**src/rtl/mcpu_ctrl_fsm.sv**
```systemverilog
// Multi-cycle MIPS control unit: sequences fetch/decode/execute/memory/writeback.
// Outputs are registered from the next state and the IR, so they line up with the state register.
module mcpu_ctrl_fsm #(
  parameter int         ST_W    = 5,
  parameter logic [2:0] ALU_ADD = 3'b010
) (
  input  logic            clk,
  input  logic            reset,
  input  logic [31:0]     Inst,
  input  logic            zero,
  input  logic            overflow,
  input  logic            MIO_ready,
  output logic            IorD,
  output logic            IRWrite,
  output logic            RegWrite,
  output logic            ALUSrcA,
  output logic            PCWrite,
  output logic            PCWriteCond,
  output logic            Branch,
  output logic            shift,
  output logic            unsign,
  output logic [1:0]      RegDst,
  output logic [1:0]      MemtoReg,
  output logic [1:0]      ALUSrcB,
  output logic [1:0]      PCSource,
  output logic [2:0]      ALU_operation,
  output logic            MemRead,
  output logic            MemWrite,
  output logic            CPU_MIO,
  output logic            illegal,
  output logic [ST_W-1:0] state
);

  localparam logic [2:0] ALU_AND = 3'b000, ALU_OR  = 3'b001, ALU_XOR = 3'b011,
                         ALU_NOR = 3'b100, ALU_SRL = 3'b101, ALU_SUB = 3'b110,
                         ALU_SLT = 3'b111;

  localparam logic [5:0] OP_R = 6'b000000, OP_LW = 6'b100011, OP_SW = 6'b101011,
                         OP_BEQ = 6'b000100, OP_BNE = 6'b000101, OP_J = 6'b000010,
                         OP_JAL = 6'b000011, OP_ADDI = 6'b001000, OP_ANDI = 6'b001100,
                         OP_ORI = 6'b001101, OP_XORI = 6'b001110, OP_SLTI = 6'b001010,
                         OP_LUI = 6'b001111;

  localparam logic [5:0] F_ADD = 6'b100000, F_SUB = 6'b100010, F_AND = 6'b100100,
                         F_OR  = 6'b100101, F_XOR = 6'b100110, F_NOR = 6'b100111,
                         F_SLT = 6'b101010, F_SRL = 6'b000010, F_JR  = 6'b001000;

  typedef enum logic [ST_W-1:0] {
    S_IF, S_ID, S_EX_R, S_R_WB, S_EX_I, S_I_WB, S_MA, S_MRD,
    S_MWB, S_MWR, S_BR, S_JMP, S_JAL, S_JR, S_LUI, S_ERR
  } state_t;

  typedef struct packed {
    logic       iord, irwrite, regwrite, alusrca, pcwrite, pcwritecond, branch, shift, unsign;
    logic [1:0] regdst, memtoreg, alusrcb, pcsource;
    logic [2:0] alu_op;
    logic       memread, memwrite, cpu_mio, illegal;
  } ctl_t;

  state_t st, nxt;
  logic   ovf_q, ovf_nxt;
  ctl_t   ctl_q;
  logic   unused_in;

  wire [5:0] op = Inst[31:26];
  wire [5:0] fn = Inst[5:0];

  // zero is consumed by the datapath's PCWriteCond gating, not here
  assign unused_in = ^{zero, Inst[25:6]};

  function automatic logic r_known(input logic [5:0] f);
    return f inside {F_ADD, F_SUB, F_AND, F_OR, F_XOR, F_NOR, F_SLT, F_SRL};
  endfunction

  function automatic logic [2:0] r_alu(input logic [5:0] f);
    case (f)
      F_ADD:   return ALU_ADD;
      F_SUB:   return ALU_SUB;
      F_OR:    return ALU_OR;
      F_XOR:   return ALU_XOR;
      F_NOR:   return ALU_NOR;
      F_SLT:   return ALU_SLT;
      F_SRL:   return ALU_SRL;
      default: return ALU_AND;
    endcase
  endfunction

  function automatic logic [2:0] i_alu(input logic [5:0] o);
    case (o)
      OP_ANDI: return ALU_AND;
      OP_ORI:  return ALU_OR;
      OP_XORI: return ALU_XOR;
      OP_SLTI: return ALU_SLT;
      default: return ALU_ADD;
    endcase
  endfunction

  function automatic ctl_t decode(input state_t s, input logic [31:0] ins, input logic ovf);
    ctl_t c;
    c = '0;
    case (s)
      S_IF:   begin c.memread = 1'b1; c.cpu_mio = 1'b1; c.irwrite = 1'b1;
                    c.alusrcb = 2'b01; c.alu_op = ALU_ADD; c.pcwrite = 1'b1; end
      S_ID:   begin c.alusrcb = 2'b11; c.alu_op = ALU_ADD; end
      S_EX_R: begin c.alusrca = 1'b1; c.alu_op = r_alu(ins[5:0]);
                    c.shift = (ins[5:0] == F_SRL); end
      S_R_WB: begin c.regdst = 2'b01; c.regwrite = ~ovf; end
      S_EX_I: begin c.alusrca = 1'b1; c.alusrcb = 2'b10; c.alu_op = i_alu(ins[31:26]);
                    c.unsign = ins[31:26] inside {OP_ANDI, OP_ORI, OP_XORI}; end
      S_I_WB: c.regwrite = ~ovf;
      S_MA:   begin c.alusrca = 1'b1; c.alusrcb = 2'b10; c.alu_op = ALU_ADD; end
      S_MRD:  begin c.iord = 1'b1; c.memread = 1'b1; c.cpu_mio = 1'b1; end
      S_MWB:  begin c.memtoreg = 2'b01; c.regwrite = 1'b1; end
      S_MWR:  begin c.iord = 1'b1; c.memwrite = 1'b1; c.cpu_mio = 1'b1; end
      S_BR:   begin c.alusrca = 1'b1; c.alu_op = ALU_SUB; c.pcwritecond = 1'b1;
                    c.pcsource = 2'b01; c.branch = (ins[31:26] == OP_BEQ); end
      S_JMP:  begin c.pcsource = 2'b10; c.pcwrite = 1'b1; end
      S_JAL:  begin c.pcsource = 2'b10; c.pcwrite = 1'b1; c.regdst = 2'b10;
                    c.memtoreg = 2'b11; c.regwrite = 1'b1; end
      S_JR:   begin c.pcsource = 2'b11; c.pcwrite = 1'b1; end
      S_LUI:  begin c.memtoreg = 2'b10; c.regwrite = 1'b1; end
      S_ERR:  c.illegal = 1'b1;
      default: ;
    endcase
    return c;
  endfunction

  always_comb begin
    nxt     = S_IF;
    ovf_nxt = ovf_q;
    case (st)
      S_IF:   nxt = MIO_ready ? S_ID : S_IF;
      S_ID: begin
        case (op)
          OP_R:                                     nxt = (fn == F_JR) ? S_JR : S_EX_R;
          OP_LW, OP_SW:                             nxt = S_MA;
          OP_BEQ, OP_BNE:                           nxt = S_BR;
          OP_J:                                     nxt = S_JMP;
          OP_JAL:                                   nxt = S_JAL;
          OP_ADDI, OP_ANDI, OP_ORI, OP_XORI, OP_SLTI: nxt = S_EX_I;
          OP_LUI:                                   nxt = S_LUI;
          default:                                  nxt = S_ERR;
        endcase
      end
      S_EX_R: begin
        nxt     = r_known(fn) ? S_R_WB : S_ERR;
        ovf_nxt = overflow & ((fn == F_ADD) | (fn == F_SUB));
      end
      S_EX_I: begin
        nxt     = S_I_WB;
        ovf_nxt = overflow & (op == OP_ADDI);
      end
      S_MA:   nxt = (op == OP_SW) ? S_MWR : S_MRD;
      S_MRD:  nxt = MIO_ready ? S_MWB : S_MRD;
      S_MWR:  nxt = MIO_ready ? S_IF : S_MWR;
      default: nxt = S_IF;
    endcase
  end

  always_ff @(posedge clk) begin
    if (!reset) begin
      st    <= S_IF;
      ovf_q <= 1'b0;
      ctl_q <= decode(S_IF, Inst, 1'b0);
    end else begin
      st    <= nxt;
      ovf_q <= ovf_nxt;
      ctl_q <= decode(nxt, Inst, ovf_nxt);
    end
  end

  assign IorD          = ctl_q.iord;
  assign IRWrite       = ctl_q.irwrite;
  assign RegWrite      = ctl_q.regwrite;
  assign ALUSrcA       = ctl_q.alusrca;
  assign PCWrite       = ctl_q.pcwrite;
  assign PCWriteCond   = ctl_q.pcwritecond;
  assign Branch        = ctl_q.branch;
  assign shift         = ctl_q.shift;
  assign unsign        = ctl_q.unsign;
  assign RegDst        = ctl_q.regdst;
  assign MemtoReg      = ctl_q.memtoreg;
  assign ALUSrcB       = ctl_q.alusrcb;
  assign PCSource      = ctl_q.pcsource;
  assign ALU_operation = ctl_q.alu_op;
  assign MemRead       = ctl_q.memread;
  assign MemWrite      = ctl_q.memwrite;
  assign CPU_MIO       = ctl_q.cpu_mio;
  assign illegal       = ctl_q.illegal;
  assign state         = st;

endmodule

```
**config.mk**
```make
export PLATFORM = sky130hd
export DESIGN_NAME = mcpu_ctrl_fsm
export DESIGN_NICKNAME = d
export VERILOG_FILES = /design/src/rtl/mcpu_ctrl_fsm.sv
export SDC_FILE = /design/constraint.sdc
export NUM_CORES = 1
export LEC_CHECK = 0
export ABC_CLOCK_PERIOD_IN_PS = 2200
export CORE_ASPECT_RATIO = 1.4
export CORE_MARGIN = 2
export CORE_UTILIZATION = 40
export CTS_CLUSTER_DIAMETER = 60
export DETAILED_ROUTE_END_ITERATION = 6
export MAX_ROUTING_LAYER = met4
export PLACE_DENSITY = 0.83
export SLEW_MARGIN = 25
export SYNTH_ARGS = -nofsm -noshare
export SYNTH_HDL_FRONTEND = slang
export SYNTH_SLANG_ARGS = --single-unit
```
**constraint.sdc**
```tcl
create_clock -name clk -period 2.2 [get_ports clk]
set_input_delay 0.44 -clock clk [delete_from_list [all_inputs] [get_ports clk]]
set_output_delay 0.44 -clock clk [all_outputs]
set_load 0.03 [all_outputs]
```
==> results by group <==
Status
  – Run status: finished, violations left
  – Failing checks: setup timing

Drt
  – Detailed Route WL: 6890 um
  – DR pass1 iterations: 4
  – Detailed router's first-iteration violation count: 147
  – Final ANT Viol Nets: 0
  – Vias: 2211
  – Via/cell ratio: 5.74
  – Routed WL per cell: 17.9 um
  – DRC errors left: 0

Worst hold path
  – Worst Hold Class: reg -> reg
  – Hold path endpoint: ovf_q
  – Worst Hold Launch: ovf_q
  – Hold depth: 2

CTS
  – Clock slew at reported path FFs: 0.06 ns
  – Clk root buf: clkbuf_8
  – Total clock buffers created by CTS: 5
  – Skew-Pair Late Insertion Delay: 0.28 ns
  – Bufs on Longest Clock Path: 2
  – H-tree levels: 2
  – CTS tree: yes
  – CTS Sinks: 29

Timing
  – Final worst-path cycle share: 1.02
  – Final setup violation count: 2
  – Final Hold Viols: 0
  – Setup TNS: -0.0573 ns
  – RSZ-0062 raised after global routing: yes
  – Fmax achieved: 445 MHz
  – Skew final: 0.00606 ns
  – Final slew viol count: 0
  – Fin crit period: 2.25 ns
  – Setup ws final: -0.0492 ns

Placement
  – GP Congestion: 0.916
  – Port Buffer Count: 43
  – Detailed placer's ending HPWL: 4320 um

Die
  – FP Rows: 29
  – Die area: 5130 sq um
  – Core area: 4460 sq um
  – Die width: 61.1 um
  – Die height: 84.0 um
  – Initial Utilization: 0.410
  – # IOs: 66

Setup path
  – Startpoint Class: register
  – Crit path DAT: 2.46 ns
  – R2R Setup Slk: -0.05 ns
  – Reg-to-Reg End: PCSource[0]
  – Crit path launch: state[1]
  – WS Path Type: reg -> reg
  – Worst Reg2Reg Path Length in Cells: 10
  – Worst Setup End Kind: register
  – Reg2Reg Launch Point: state[1]
  – CP max FO: 6
  – Worst EP required: 2.41 ns

Pwr
  – Worst vdd ir: 0.000599 V
  – Cell internal pwr: 0.00222 W
  – Clock group share of total power: 0.109
  – Sw Share: 0.440
  – Comb pwr share: 0.701
  – Leak: 1.28 nW
  – PD cells: 1260 nW/um^2
  – Switching power: 0.00174 W
  – Sequential Power Share: 0.190

GRT
  – Vias in the first global route: 2160
  – Gr usage total: 0.270
  – Global-route wire length before repair: 10200 um
  – Largest net degree at the start of global routing: 15
  – Initial antenna violation count: 0
  – Grt ovf: 0

Synthesis
  – Async set-reset flop share out of synthesis: 0
  – Distinct cells, synth: 64
  – Synth warnings: 0
  – Cells after Synth: 207
  – Avg Cell Area, Syn: 8.83 sq um
  – Seq/Total Area, Yosys: 0.318
  – Synth top cells by count: dfxtp_1, nand2_1, nand2b_1, nor3_1, nor2_1
  – #FFs+latches synth: 29
  – Most numerous cell in the Yosys netlist: dfxtp_1
  – Post-synth EDFFs: 0
  – Synth area leaders: dfxtp_1, nand2b_1, nor3_1, a21oi_1, nand2_1
  – Dominant synthesized flop cell: dfxtp_1
  – Synth top area share: 0.318
  – Most area-hungry cell type in the Yosys netlist: dfxtp_1
  – Mapped Area: 1830 sq um
  – Post-Synthesis Net Count: 244

Layout
  – Area delta synth->final: 72.6%
  – Ant diodes: 0
  – Final net count: 360
  – Final Util: 0.707
  – Fraction of layout instances using a drive strength above 1: 0.467

Run
  – Max-cap viol count: 0
## per-stage QoR
| step | hold WS (ns) | total power (W) | area (sq um) | setup WS, ns | cells |
|---|---|---|---|---|---|
| 3_3_place_gp | 0.509 | 0.00284 | 2700 | -0.510 | 359 |
| 6_report | 0.624 | 0.00396 | 3160 | -0.0492 | 385 |
| 4_1_cts | 0.536 | 0.00365 | 3030 | 0.0137 | 377 |
| 2_1_floorplan | 0.485 | 0.00199 | 1830 | 0.0119 | 207 |
| 3_5_place_dp | 0.522 | 0.00288 | 2700 | -0.566 | 359 |
| 5_1_grt | 0.630 | 0.00415 | 3160 | -0.0858 | 385 |
## worst max-delay path: stages, from the launching register on
cell	delay (ns)
dfxtp_4	0.38
buf_6	0.12
buf_4	0.13
nor4b_4	0.27
buf_4	0.20
o21ai_2	0.09
o2bb2ai_4	0.27
nor2_1	0.09
buf_4	0.16
or3_1	0.36
a21oi_2	0.11
## cell type report
type / count / area (sq um)
clock buffers: 7 / 86.3
fillers: 301 / 1310
flip-flops and latches: 29 / 587
repair buffers: 120 / 986
inverters: 8 / 30.0
multi-input cells: 159 / 1390
well taps: 62 / 77.6
## cells in the final DEF (no fill, tap or decap), types with 4 or more instances in the layout
cell             instances
nor3_1                   9
buf_6                    6
nand2_1                 11
dfxtp_1                 26
inv_1                    7
a21oi_1                  7
a31oi_4                  4
clkdlybuf4s50_1         30
clkbuf_8                 6
and3_1                   4
clkbuf_2                 8
nand2b_1                10
nand3_1                  5
nor2_1                  11
nor3_2                   4
buf_4                   71
nor4_4                   4
nor2b_1                  5
dlygate4sd2_1            4
or3_1                    5
nand4b_1                 4
## power groups by stage
| stage | registers [W] | logic [W] | clock network (W) |
|---|---|---|---|
| 3_5_place_dp | 0.000755 | 0.00213 | 0 |
| 5_1_grt | 0.000768 | 0.00293 | 0.000447 |
| 4_1_cts | 0.000752 | 0.00247 | 0.000431 |
| 3_3_place_gp | 0.000749 | 0.00209 | 0 |
| 2_1_floorplan | 0.000982 | 0.00101 | 0 |
| 6_report | 0.000752 | 0.00278 | 0.000431 |
## how the worst max path moves through the flow
stage | endpoint
finish | PCSource[0]
global route | PCSource[0]
CTS | ALU_operation[0]
detailed placement | ALU_operation[1]
global placement | RegWrite
floorplan | Branch
## routing by layer
metal | vias to the layer above | share of wire | track usage
met1 | 1041 | 0.34 | 0.259
met3 | 47 | 0.058 | 0.0403
met2 | 135 | 0.53 | 0.468
li1 | 988 | - | -
met4 | 0 | 0.067 | 0.182
met5 | - | 0 | -
## flip-flops by register name, indices dropped and copies added, names as in the netlist
name / count
ALUSrcA: 1
ALUSrcB: 2
ALU_operation: 3
Branch: 1
CPU_MIO: 1
IRWrite: 1
IorD: 1
MemRead: 1
MemWrite: 1
MemtoReg: 2
PCSource: 2
PCWrite: 1
PCWriteCond: 1
RegDst: 2
RegWrite: 1
illegal: 1
ovf_q: 1
shift: 1
state: 4
unsign: 1
## kinds of logic (layout without fill, tap and decap cells)
family,Yosys count,after routing,share of synthesized area
simple gates,106,107,0.394
compound gates,47,47,0.204
flops,29,29,0.318
buf+inv,20,135,0.0616
xor+xnor,2,2,0.00958
mux,2,2,0.0110
other cells,1,1,0.00205
## timing repair
item,4_1_cts,5_1_grt
setup buffers,10,10
resized for setup,49,38
pin swaps,22,18
hold buffers,0,0
endpoints found under the setup margin,23,23
cloned,1,0
(Power assumes the default switching activity.)
